==> src/rtl/ysyx_25010008_lsu_axi.sv <==
// Load/store unit bridging a single in-flight access onto AXI-lite read/write channels.
// Handles byte-lane placement, load sign/zero extension and misalignment faults; outputs are registered.
module ysyx_25010008_lsu_axi #(
    parameter int DATA_W = 32,
    parameter int ADDR_W = 32
) (
    input  logic                clock,
    input  logic                reset,
    input  logic                req_valid,
    output logic                req_ready,
    input  logic                req_wen,
    input  logic [2:0]          req_size,
    input  logic [ADDR_W-1:0]   req_addr,
    input  logic [DATA_W-1:0]   req_wdata,
    output logic                resp_valid,
    output logic [DATA_W-1:0]   resp_rdata,
    output logic                resp_err,
    output logic [ADDR_W-1:0]   araddr,
    output logic                arvalid,
    input  logic                arready,
    input  logic [DATA_W-1:0]   rdata,
    input  logic [1:0]          rresp,
    input  logic                rvalid,
    output logic                rready,
    output logic [ADDR_W-1:0]   awaddr,
    output logic                awvalid,
    input  logic                awready,
    output logic [DATA_W-1:0]   wdata,
    output logic [DATA_W/8-1:0] wstrb,
    output logic                wvalid,
    input  logic                wready,
    input  logic [1:0]          bresp,
    input  logic                bvalid,
    output logic                bready
);
    localparam int STRB_W = DATA_W / 8;
    localparam int OFF_W  = $clog2(STRB_W);

    typedef enum logic [2:0] {IDLE, AR, R, WR, B, DONE} state_t;

    state_t            state, state_n;
    logic              accept, fault;
    logic              awvalid_n, wvalid_n;
    logic [OFF_W-1:0]  req_off, off_q;
    logic [2:0]        size_q;

    function automatic logic is_fault(input logic [2:0] size, input logic [2:0] a);
        logic f;
        case (size[1:0])
            2'd0:    f = 1'b0;
            2'd1:    f = a[0];
            2'd2:    f = |a[1:0];
            default: f = (|a) || (DATA_W == 32);
        endcase
        if (size == 3'b111) f = 1'b1;
        return f;
    endfunction

    function automatic logic [DATA_W-1:0] extend_load(input logic [DATA_W-1:0] raw,
                                                      input logic [2:0] size);
        logic signed [7:0]  b;
        logic signed [15:0] h;
        logic signed [31:0] w;
        b = raw[7:0];
        h = raw[15:0];
        w = raw[31:0];
        case (size)
            3'b000:  return DATA_W'(b);
            3'b001:  return DATA_W'(h);
            3'b010:  return DATA_W'(w);
            3'b100:  return DATA_W'(raw[7:0]);
            3'b101:  return DATA_W'(raw[15:0]);
            3'b110:  return DATA_W'(raw[31:0]);
            default: return raw;
        endcase
    endfunction

    function automatic logic [STRB_W-1:0] size_mask(input logic [1:0] s);
        logic [7:0] m;
        case (s)
            2'd0:    m = 8'h01;
            2'd1:    m = 8'h03;
            2'd2:    m = 8'h0F;
            default: m = 8'hFF;
        endcase
        return m[STRB_W-1:0];
    endfunction

    assign req_off = req_addr[OFF_W-1:0];
    assign accept  = req_valid && req_ready;
    assign fault   = is_fault(req_size, req_addr[2:0]);

    always_comb begin
        state_n   = state;
        awvalid_n = awvalid;
        wvalid_n  = wvalid;
        case (state)
            IDLE: begin
                if (accept) begin
                    if (fault) begin
                        state_n = DONE;
                    end else if (req_wen) begin
                        state_n   = WR;
                        awvalid_n = 1'b1;
                        wvalid_n  = 1'b1;
                    end else begin
                        state_n = AR;
                    end
                end
            end
            AR:   if (arready) state_n = R;
            R:    if (rvalid) state_n = DONE;
            WR: begin
                // Address and data channels retire independently; B waits for both.
                if (awready) awvalid_n = 1'b0;
                if (wready)  wvalid_n  = 1'b0;
                if (!awvalid_n && !wvalid_n) state_n = B;
            end
            B:    if (bvalid) state_n = DONE;
            DONE: state_n = IDLE;
            default: state_n = IDLE;
        endcase
    end

    always_ff @(posedge clock) begin
        if (!reset) begin
            state      <= IDLE;
            req_ready  <= 1'b0;
            arvalid    <= 1'b0;
            rready     <= 1'b0;
            awvalid    <= 1'b0;
            wvalid     <= 1'b0;
            bready     <= 1'b0;
            resp_valid <= 1'b0;
            resp_err   <= 1'b0;
            resp_rdata <= '0;
        end else begin
            state      <= state_n;
            req_ready  <= (state_n == IDLE);
            arvalid    <= (state_n == AR);
            rready     <= (state_n == R);
            awvalid    <= awvalid_n;
            wvalid     <= wvalid_n;
            bready     <= (state_n == B);
            resp_valid <= (state_n == DONE);
            if (accept && fault) begin
                resp_rdata <= '0;
                resp_err   <= 1'b1;
            end
            if (state == R && rvalid) begin
                resp_rdata <= extend_load(rdata >> {off_q, 3'b000}, size_q);
                resp_err   <= |rresp;
            end
            if (state == B && bvalid) begin
                resp_rdata <= '0;
                resp_err   <= |bresp;
            end
        end
    end

    // Request payload is captured once at acceptance and held for the whole access.
    always_ff @(posedge clock) begin
        if (accept) begin
            size_q <= req_size;
            off_q  <= req_off;
            araddr <= {req_addr[ADDR_W-1:OFF_W], {OFF_W{1'b0}}};
            awaddr <= {req_addr[ADDR_W-1:OFF_W], {OFF_W{1'b0}}};
            wdata  <= req_wdata << {req_off, 3'b000};
            wstrb  <= size_mask(req_size[1:0]) << req_off;
        end
    end
endmodule

==> config.mk <==
export PLATFORM = sky130hd
export DESIGN_NAME = ysyx_25010008_lsu_axi
export DESIGN_NICKNAME = d
export VERILOG_FILES = /design/src/rtl/ysyx_25010008_lsu_axi.sv
export SDC_FILE = /design/constraint.sdc
export NUM_CORES = 1
export LEC_CHECK = 0
export BUFFER_PORTS_ARGS = -buffer_cell sky130_fd_sc_hd__buf_2
export CELL_PAD_IN_SITES_DETAIL_PLACEMENT = 0
export CELL_PAD_IN_SITES_GLOBAL_PLACEMENT = 1
export CORE_UTILIZATION = 32
export DETAILED_ROUTE_END_ITERATION = 16
export PLACE_DENSITY_LB_ADDON = 0.1
export SLEW_MARGIN = 5
export SYNTH_ARGS = -nofsm -noshare
export SYNTH_HDL_FRONTEND = slang
export SYNTH_SLANG_ARGS = --single-unit
export TNS_END_PERCENT = 20
==> constraint.sdc <==
create_clock -name clock -period 1.94 [get_ports clock]
set_clock_uncertainty 0.15 [all_clocks]
set_input_delay 0.097 -clock clock [delete_from_list [all_inputs] [get_ports clock]]
set_output_delay 0.097 -clock clock [all_outputs]
set_load 0.05 [all_outputs]
==> out/metrics.cfg, run 1 <==
[global_routing]
number_of_antenna_violations_at_the_first_check_in_global_routing = 0
grt_start_max_net_pins = 46
grt-ovfl-total = 0
wire_length_of_the_first_global_routing_pass_um = 23100
grt_pass1_vias = 4561
total_routing_resource_utilization_after_global_routing = 0.183

[worst_setup_path]
start_kind = input port
critical_path_required_ns = 2.12
critical_path_arrival_ns = 2.02
critical_path.max_fanout = 5
timing.critical_path.to_type = flop
critPathKind = in2reg

[sta]
period_minus_slack_ns = 1.84
worst_slew_pin_slew_ns = 0.744
min_period_over_period = 0.950
grt_setup_unrepaired = false
setup_violations = 0
slew-limit-headroom = 0.503
finalHoldViolCount = 0
final_max_slew_viol_count = 0
whs_ns = 0.0161
achievable-frequency_ghz = 0.543

[logic_synthesis]
mean_instance_size_in_the_synthesized_netlist_um2 = 12.4
synth.top_cell.area_share = 0.410
synthArstFlopShare = 0
synth_enable_flop_cells = 71
synth.yosys.warnings = 0
ys_types = 55
synth_area_leaders = sky130_fd_sc_hd__edfxtp_1 41%, sky130_fd_sc_hd__dfxtp_1 17%, sky130_fd_sc_hd__buf_4 5.1%
post_syn_instances = 419
syn-cell-area_um2 = 5200
yosysTopAreaCell = sky130_fd_sc_hd__edfxtp_1
synth-main-ff-cell = sky130_fd_sc_hd__edfxtp_1
ys_ff_latch = 114
synth_sequential_area_ratio = 0.575

[power]
p_leak_nw = 3.50
design_power_total_mw = 9.19
power.density_cell_area_nw_per_um2 = 1130
peakVddDrop_mv = 0.642

[floorplanning]
die-area_um2 = 16800
fp.dieH_um = 129
std_cell_rows = 46
floorplan.die.width_um = 129
floorplan.initialDensity = 0.327
placeableCoreArea_um2 = 15900
top_level_ports = 252

[job]
maxCapViolations = 0

[clock_network]
clk_transition_reported_paths_ns = 0.06
number_of_clock_sinks = 114
root_buffer = sky130_fd_sc_hd__clkbuf_16
cts-htree-levels = 4
worst_skew_pair.late_latency_ns = 0.41
cts_tree = yes
number_of_buffers_between_clock_root_and_the_deepest_sink = 2
cts_buffers = 17
postCtsSetupRepairBufs = 0

[place]
portBuffers = 247
place.detailed.instances = 841
dpl_cell_area_um2 = 6490
dp.final_hpwl_um = 10600
gpl.final_weighted_congestion = 0.774

[drt]
top_layer_used = met4
dr_wl_met3_um = 1130
detail-route-antenna-nets = 0
wl_per_cell_um = 15.7
met2RoutedLength_um = 7740
drtPass1Iterations = 4
drc_violations_left = 0
routed-via-count = 4524
wl_met1_um = 6270
drt_iter0_drc = 260
detail_route.vias_per_cell = 4.63
drt-total-wl_um = 15300

[layout]
layout-drive-gt1-share = 0.432
diodes = 0
n_fill_cell = 1520
fin_cells = 977
syn_to_final_growth_pct = 56.7
final_core_util = 0.513
finish.instance_area_um2 = 8150
nNetsFinal = 860

[worst_hold_path]
tightest_hold_check_type = in2reg

[outcome]
run_status = finished clean

[routing by layer]
| metal | global-route usage | up-vias |
|---|---|---|
| met1 | 0.204 | 2152 |
| met5 | 0 | - |
| met2 | 0.321 | 144 |
| met3 | 0.0698 | 12 |
| li1 | - | 2216 |
| met4 | 0.0629 | 0 |
[kinds of logic after synthesis]
kind of cell    share of synthesized area
buf+inv                            0.0753
other cells                      0.000721
compound gates                      0.135
simple gates                        0.114
mux                                0.0998
flops                               0.575
[power breakdown]
part / switching, mW / internal, mW
sequential: 0.137 / 2.97
combinational: 1.98 / 0.808
clock: 1.23 / 2.06
[what timing repair did]
action                                 in CTS  in global routing
setup endpoints to repair                   0                  9
endpoints found under the hold margin      95                  0
hold buffers                              104                  0
resized for setup                           0                  3
[critical path: stages]
cell and delay (ns):
sky130_fd_sc_hd__dlygate4sd3_1 0.55, sky130_fd_sc_hd__buf_2 0.15, sky130_fd_sc_hd__or3_4 0.42, sky130_fd_sc_hd__and4_4 0.20, sky130_fd_sc_hd__or4_4 0.43, sky130_fd_sc_hd__nor3_1 0.17
[worst paths after layout]
path         slack [ns]   startpoint  cells past startpoint             end
max                 0.1  req_size[0]                      6       req_ready
min                0.02     rdata[8]                      4   resp_rdata[0]
max reg2reg        0.12     off_q[1]                      4  resp_rdata[13]
min reg2reg        0.31       wvalid                      2          wvalid
[synthesized netlist by cell type, drive strengths merged (3+ instances only)]
library cell / n
nor3: 5
dfxtp: 43
and2: 11
a211oi: 8
mux4: 8
a21oi: 31
a2bb2oi: 6
clkbuf: 9
mux2: 7
o21ai: 17
nand3b: 6
or2b: 3
mux2i: 26
nor2b: 11
buf: 51
a22oi: 23
edfxtp: 71
a32o: 8
nor2: 28
nand2: 15
[through the flow]
| step | TNS (ns) | setup slack (ns) |
|---|---|---|
| after global placement | 0 | 0.191 |
| after CTS | 0 | 0.0920 |
| after floorplan | -0.444 | -0.0312 |
| final | 0 | 0.0968 |
| after global routing | 0 | 0.0137 |
| after detailed placement | 0 | 0.121 |
[state kept, by name, summed over array words and instances, names as in the netlist, 2 cells and up]
name        flops
size_q          3
off_q           2
state           3
resp_rdata     32
araddr         30
wdata          32
wstrb           4
[cell usage in the layout, fill, tap and decap left out, types with 3 or more instances in the layout]
cell type | Yosys | layout
sky130_fd_sc_hd__inv_6 | 0 | 5
sky130_fd_sc_hd__nand3b_1 | 6 | 6
sky130_fd_sc_hd__dlygate4sd3_1 | 0 | 104
sky130_fd_sc_hd__o21ai_0 | 17 | 17
sky130_fd_sc_hd__bufinv_16 | 0 | 3
sky130_fd_sc_hd__clkinv_4 | 0 | 5
sky130_fd_sc_hd__a32o_1 | 8 | 8
sky130_fd_sc_hd__nand2_1 | 15 | 15
sky130_fd_sc_hd__a21oi_1 | 31 | 31
sky130_fd_sc_hd__conb_1 | 1 | 4
sky130_fd_sc_hd__nor2_1 | 27 | 27
sky130_fd_sc_hd__nor2b_1 | 11 | 11
sky130_fd_sc_hd__a211oi_1 | 8 | 8
sky130_fd_sc_hd__edfxtp_1 | 71 | 71
sky130_fd_sc_hd__clkbuf_16 | 0 | 17
sky130_fd_sc_hd__buf_4 | 35 | 14
sky130_fd_sc_hd__dfxtp_1 | 43 | 37
sky130_fd_sc_hd__mux2i_1 | 26 | 26
sky130_fd_sc_hd__mux2_2 | 7 | 7
sky130_fd_sc_hd__buf_2 | 13 | 247
sky130_fd_sc_hd__a2bb2oi_1 | 6 | 6
sky130_fd_sc_hd__mux4_2 | 8 | 8
sky130_fd_sc_hd__nor3_1 | 5 | 5
sky130_fd_sc_hd__dfxtp_2 | 0 | 5
sky130_fd_sc_hd__a22oi_1 | 23 | 23
sky130_fd_sc_hd__and2_1 | 10 | 10
[cell type report]
cell class | instances | area [µm²] | share of cell area
Sequential cell | 114 | 3000 | 0.368
Timing Repair Buffer | 367 | 2420 | 0.297
Multi-Input combinational cell | 246 | 1830 | 0.224
Clock buffer | 17 | 425 | 0.0522
Tap cell | 216 | 270 | 0.0331
Clock inverter | 15 | 196 | 0.0241
Inverter | 2 | 7.51 | 0.000921
Note: power is estimated with default switching activity, not from simulation.
==> run 2, diff against run 1 <==
- ABC_AREA: not set -> 1
- CORE_UTILIZATION: 32 -> 30
==> out/metrics.cfg, run 2 <==
[drt]
wl_met1_um = 7330  ; +17%
drt_iter0_drc = 236  ; -9.2%
drtPass1Iterations = 5  ; +1
dr_wl_met3_um = 1050  ; -7.7%
detail-route-antenna-nets = 0  ; unchanged
top_layer_used = met4
detail_route.vias_per_cell = 4.51  ; -2.6%
wl_per_cell_um = 14.5  ; -7.1%
routed-via-count = 5286  ; +17%
drc_violations_left = 0  ; unchanged
met2RoutedLength_um = 8420  ; +8.8%
drt-total-wl_um = 17100  ; +11%

[place]
dpl_cell_area_um2 = 6720  ; +3.6%
portBuffers = 247  ; unchanged
place.detailed.instances = 1032  ; +23%
dpl_worst_slack_ns = 0.246  ; +0.125 ns
dp.final_hpwl_um = 12100  ; +14%
gpl.final_weighted_congestion = 0.797  ; +3.0%

[worst_setup_path]
critical_path_required_ns = 2.09  ; -0.03 ns
critical_path.max_fanout = 36  ; +31
setup.worst_path.end = resp_rdata[0]
path_cells = inv_1 -> buf_12 -> nand3_1 -> dlygate4sd3_1 -> o211ai_1 -> a21oi_1
critical_path_arrival_ns = 2.00  ; -0.02 ns
critical_path.slowest_cell = sky130_fd_sc_hd__dlygate4sd3_1
critPathKind = reg2reg
timing.critical_path.to_type = flop
start_kind = flop
worst_path_largest_cell_delay_ns = 0.56  ; about the same
ff2ff_setup_slack_ns = 0.09  ; -0.03 ns
timing.rr.end = resp_rdata[0]
worst-r2r-cell-count = 6  ; +2
critical_path.reg2reg.startpoint = off_q[1]
worstSetupStartpoint = off_q[1]

[floorplanning]
placeableCoreArea_um2 = 17900  ; +13%
floorplan.die.width_um = 137  ; +5.9%
top_level_ports = 252  ; unchanged
floorplan.initialDensity = 0.306  ; -0.0214
die-area_um2 = 18800  ; +12%
fp.dieH_um = 137  ; +5.9%
std_cell_rows = 49  ; +6.5%

[sta]
grt_setup_unrepaired = true
tns_ns = 0  ; unchanged
final_max_slew_viol_count = 0  ; unchanged
finalHoldViolCount = 0  ; unchanged
final.setup.worst_slack_ns = 0.0872  ; -0.00956 ns
achievable-frequency_ghz = 0.540  ; -0.52%
setup_violations = 0  ; unchanged
whs_ns = 0.0238  ; +0.00772 ns
min_period_over_period = 0.955  ; +0.00493
period_minus_slack_ns = 1.85  ; +0.00956 ns

[logic_synthesis]
synth-main-ff-cell = sky130_fd_sc_hd__edfxtp_1
synthTopCellsByCount = 169 x sky130_fd_sc_hd__nand2_1, 71 x sky130_fd_sc_hd__edfxtp_1, 52 x sky130_fd_sc_hd__a21oi_1
syn-cell-area_um2 = 5480  ; +5.3%
synth.yosys.warnings = 0  ; unchanged
yosysTopAreaCell = sky130_fd_sc_hd__edfxtp_1
synth_sequential_area_ratio = 0.546  ; -0.0292
synth.most_common_cell = sky130_fd_sc_hd__nand2_1
synth_area_leaders = sky130_fd_sc_hd__edfxtp_1 39%, sky130_fd_sc_hd__dfxtp_1 16%, sky130_fd_sc_hd__nand2_1 12%
mean_instance_size_in_the_synthesized_netlist_um2 = 9.04  ; -27%
ys_types = 32  ; -42%
synthArstFlopShare = 0  ; unchanged
ys_ff_latch = 114  ; unchanged
synth_enable_flop_cells = 71  ; unchanged
synth.top_cell.area_share = 0.389  ; -0.0208
post_syn_instances = 606  ; +45%

[layout]
final_core_util = 0.470  ; -0.0435
fin_cells = 1172  ; +20%
layout-drive-gt1-share = 0.359  ; -0.0728
syn_to_final_growth_pct = 53.5
nNetsFinal = 1042  ; +21%
commonest_non_fill_non_tap_cell_in_the_layout = sky130_fd_sc_hd__buf_2
diodes = 0  ; unchanged
mostFrequentLayoutCells = 246 x sky130_fd_sc_hd__buf_2, 167 x sky130_fd_sc_hd__nand2_1, 101 x sky130_fd_sc_hd__dlygate4sd3_1, 71 x sky130_fd_sc_hd__edfxtp_1, 52 x sky130_fd_sc_hd__a21oi_1
top_regs = resp_rdata: 32 flops, wdata: 32 flops, araddr: 30 flops
finish.instance_area_um2 = 8410  ; +3.1%
n_fill_cell = 1790  ; +18%

[clock_network]
cts-htree-levels = 4  ; unchanged
clk_transition_reported_paths_ns = 0.06  ; about the same
number_of_buffers_between_clock_root_and_the_deepest_sink = 2  ; unchanged
cts_tree = yes
number_of_clock_sinks = 114  ; unchanged
cts_buffers = 17  ; unchanged
worst_skew_pair.late_latency_ns = 0.41  ; about the same
root_buffer = sky130_fd_sc_hd__clkbuf_16

[global_routing]
wire_length_of_the_first_global_routing_pass_um = 25500  ; +10%
grt_start_max_net_pins = 65  ; +41%
total_routing_resource_utilization_after_global_routing = 0.180  ; -0.00329
grt-ovfl-total = 0  ; unchanged
grt_pass1_vias = 5123  ; +12%
number_of_antenna_violations_at_the_first_check_in_global_routing = 0  ; unchanged

[power]
peakVddDrop_mv = 0.589  ; -8.3%
p_leak_nw = 3.83  ; +9.4%
power.density_cell_area_nw_per_um2 = 1100  ; -2.6%
design_power_total_mw = 9.23  ; +0.44%

[outcome]
run_status = finished clean

[worst_hold_path]
worstHoldStart = rdata[16]
tightest_hold_check_type = in2reg

[job]
maxCapViolations = 0  ; unchanged

run 2: changes by cell type in the layout (fill, tap and decap cells not counted), moves of 14 or more:
cell                      previous run  this run
sky130_fd_sc_hd__a21oi_1            31        52
sky130_fd_sc_hd__a22oi_1            23         8
sky130_fd_sc_hd__inv_1               2        32
sky130_fd_sc_hd__mux2i_1            26         0
sky130_fd_sc_hd__nand2_1            15       167
sky130_fd_sc_hd__nand2_2             0        14
sky130_fd_sc_hd__nand3_1             1        39
sky130_fd_sc_hd__nor2_1             27        50
run 2: worst min path at each step:
| stage | endpoint | slack (ns) | cells past startpoint |
|---|---|---|---|
| after floorplan | araddr[10] | 0.05 | 0 |
| final | resp_rdata[0] | 0.02 | 5 |
| after CTS | resp_rdata[4] | 0.004 | 5 |
| after detailed placement | araddr[8] | 0.13 | 1 |
| after global routing | resp_rdata[4] | 0.03 | 5 |
| after global placement | araddr[29] | 0.13 | 1 |
run 2: timing repair:
| action | in CTS | in global routing |
|---|---|---|
| gates resized for setup | 0 | 5 |
| hold endpoints to repair | 95 | 0 |
| hold buffers | 101 | 0 |
| endpoints found under the setup margin | 0 | 2 |
| buffers inserted | 0 | 6 |
run 2: worst max-delay path, delay by kind of cell, from the launching register on:
kind                   cells  cell delay (ns)
buffers and inverters      3             0.91
DFF                        1             0.41
AOI/OAI and AO/OA          2             0.18
and+or+nand+nor            1             0.09
run 2: area by class of cell:
type | count | area, µm² | share of cell area
Inverter | 38 | 156 | 0.0186
Clock inverter | 6 | 40.0 | 0.00476
Multi-Input combinational cell | 391 | 1890 | 0.225
Timing Repair Buffer | 368 | 2490 | 0.296
Sequential cell | 114 | 3000 | 0.356
Clock buffer | 26 | 553 | 0.0658
Tap cell | 229 | 287 | 0.0341
run 2: cell families (layout without fill, tap and decap cells):
group                  after synthesis  count (layout)  share of synthesized area
flip-flops                         114             114                      0.546
buffers and inverters              104             438                      0.115
AO/OA/AOI/OAI                      100             100                      0.111
other                                1               4                   0.000684
AND/OR/NAND/NOR                    287             287                      0.228
run 2: layer usage:
| metal | global-route usage | up-vias |
|---|---|---|
| met1 | 0.211 | 2456 |
| met3 | 0.0544 | 14 |
| li1 | - | 2639 |
| met5 | 0 | - |
| met2 | 0.308 | 177 |
| met4 | 0.0690 | 0 |
run 2: power breakdown:
group | switching (mW) | leakage (nW) | internal [mW] | total (mW)
combinational | 2.24 | 2.53 | 0.809 | 3.05
sequential | 0.133 | 1.01 | 2.98 | 3.11
clock | 1.11 | 0.292 | 1.96 | 3.07
total | 3.48 | 3.83 | 5.75 | 9.23
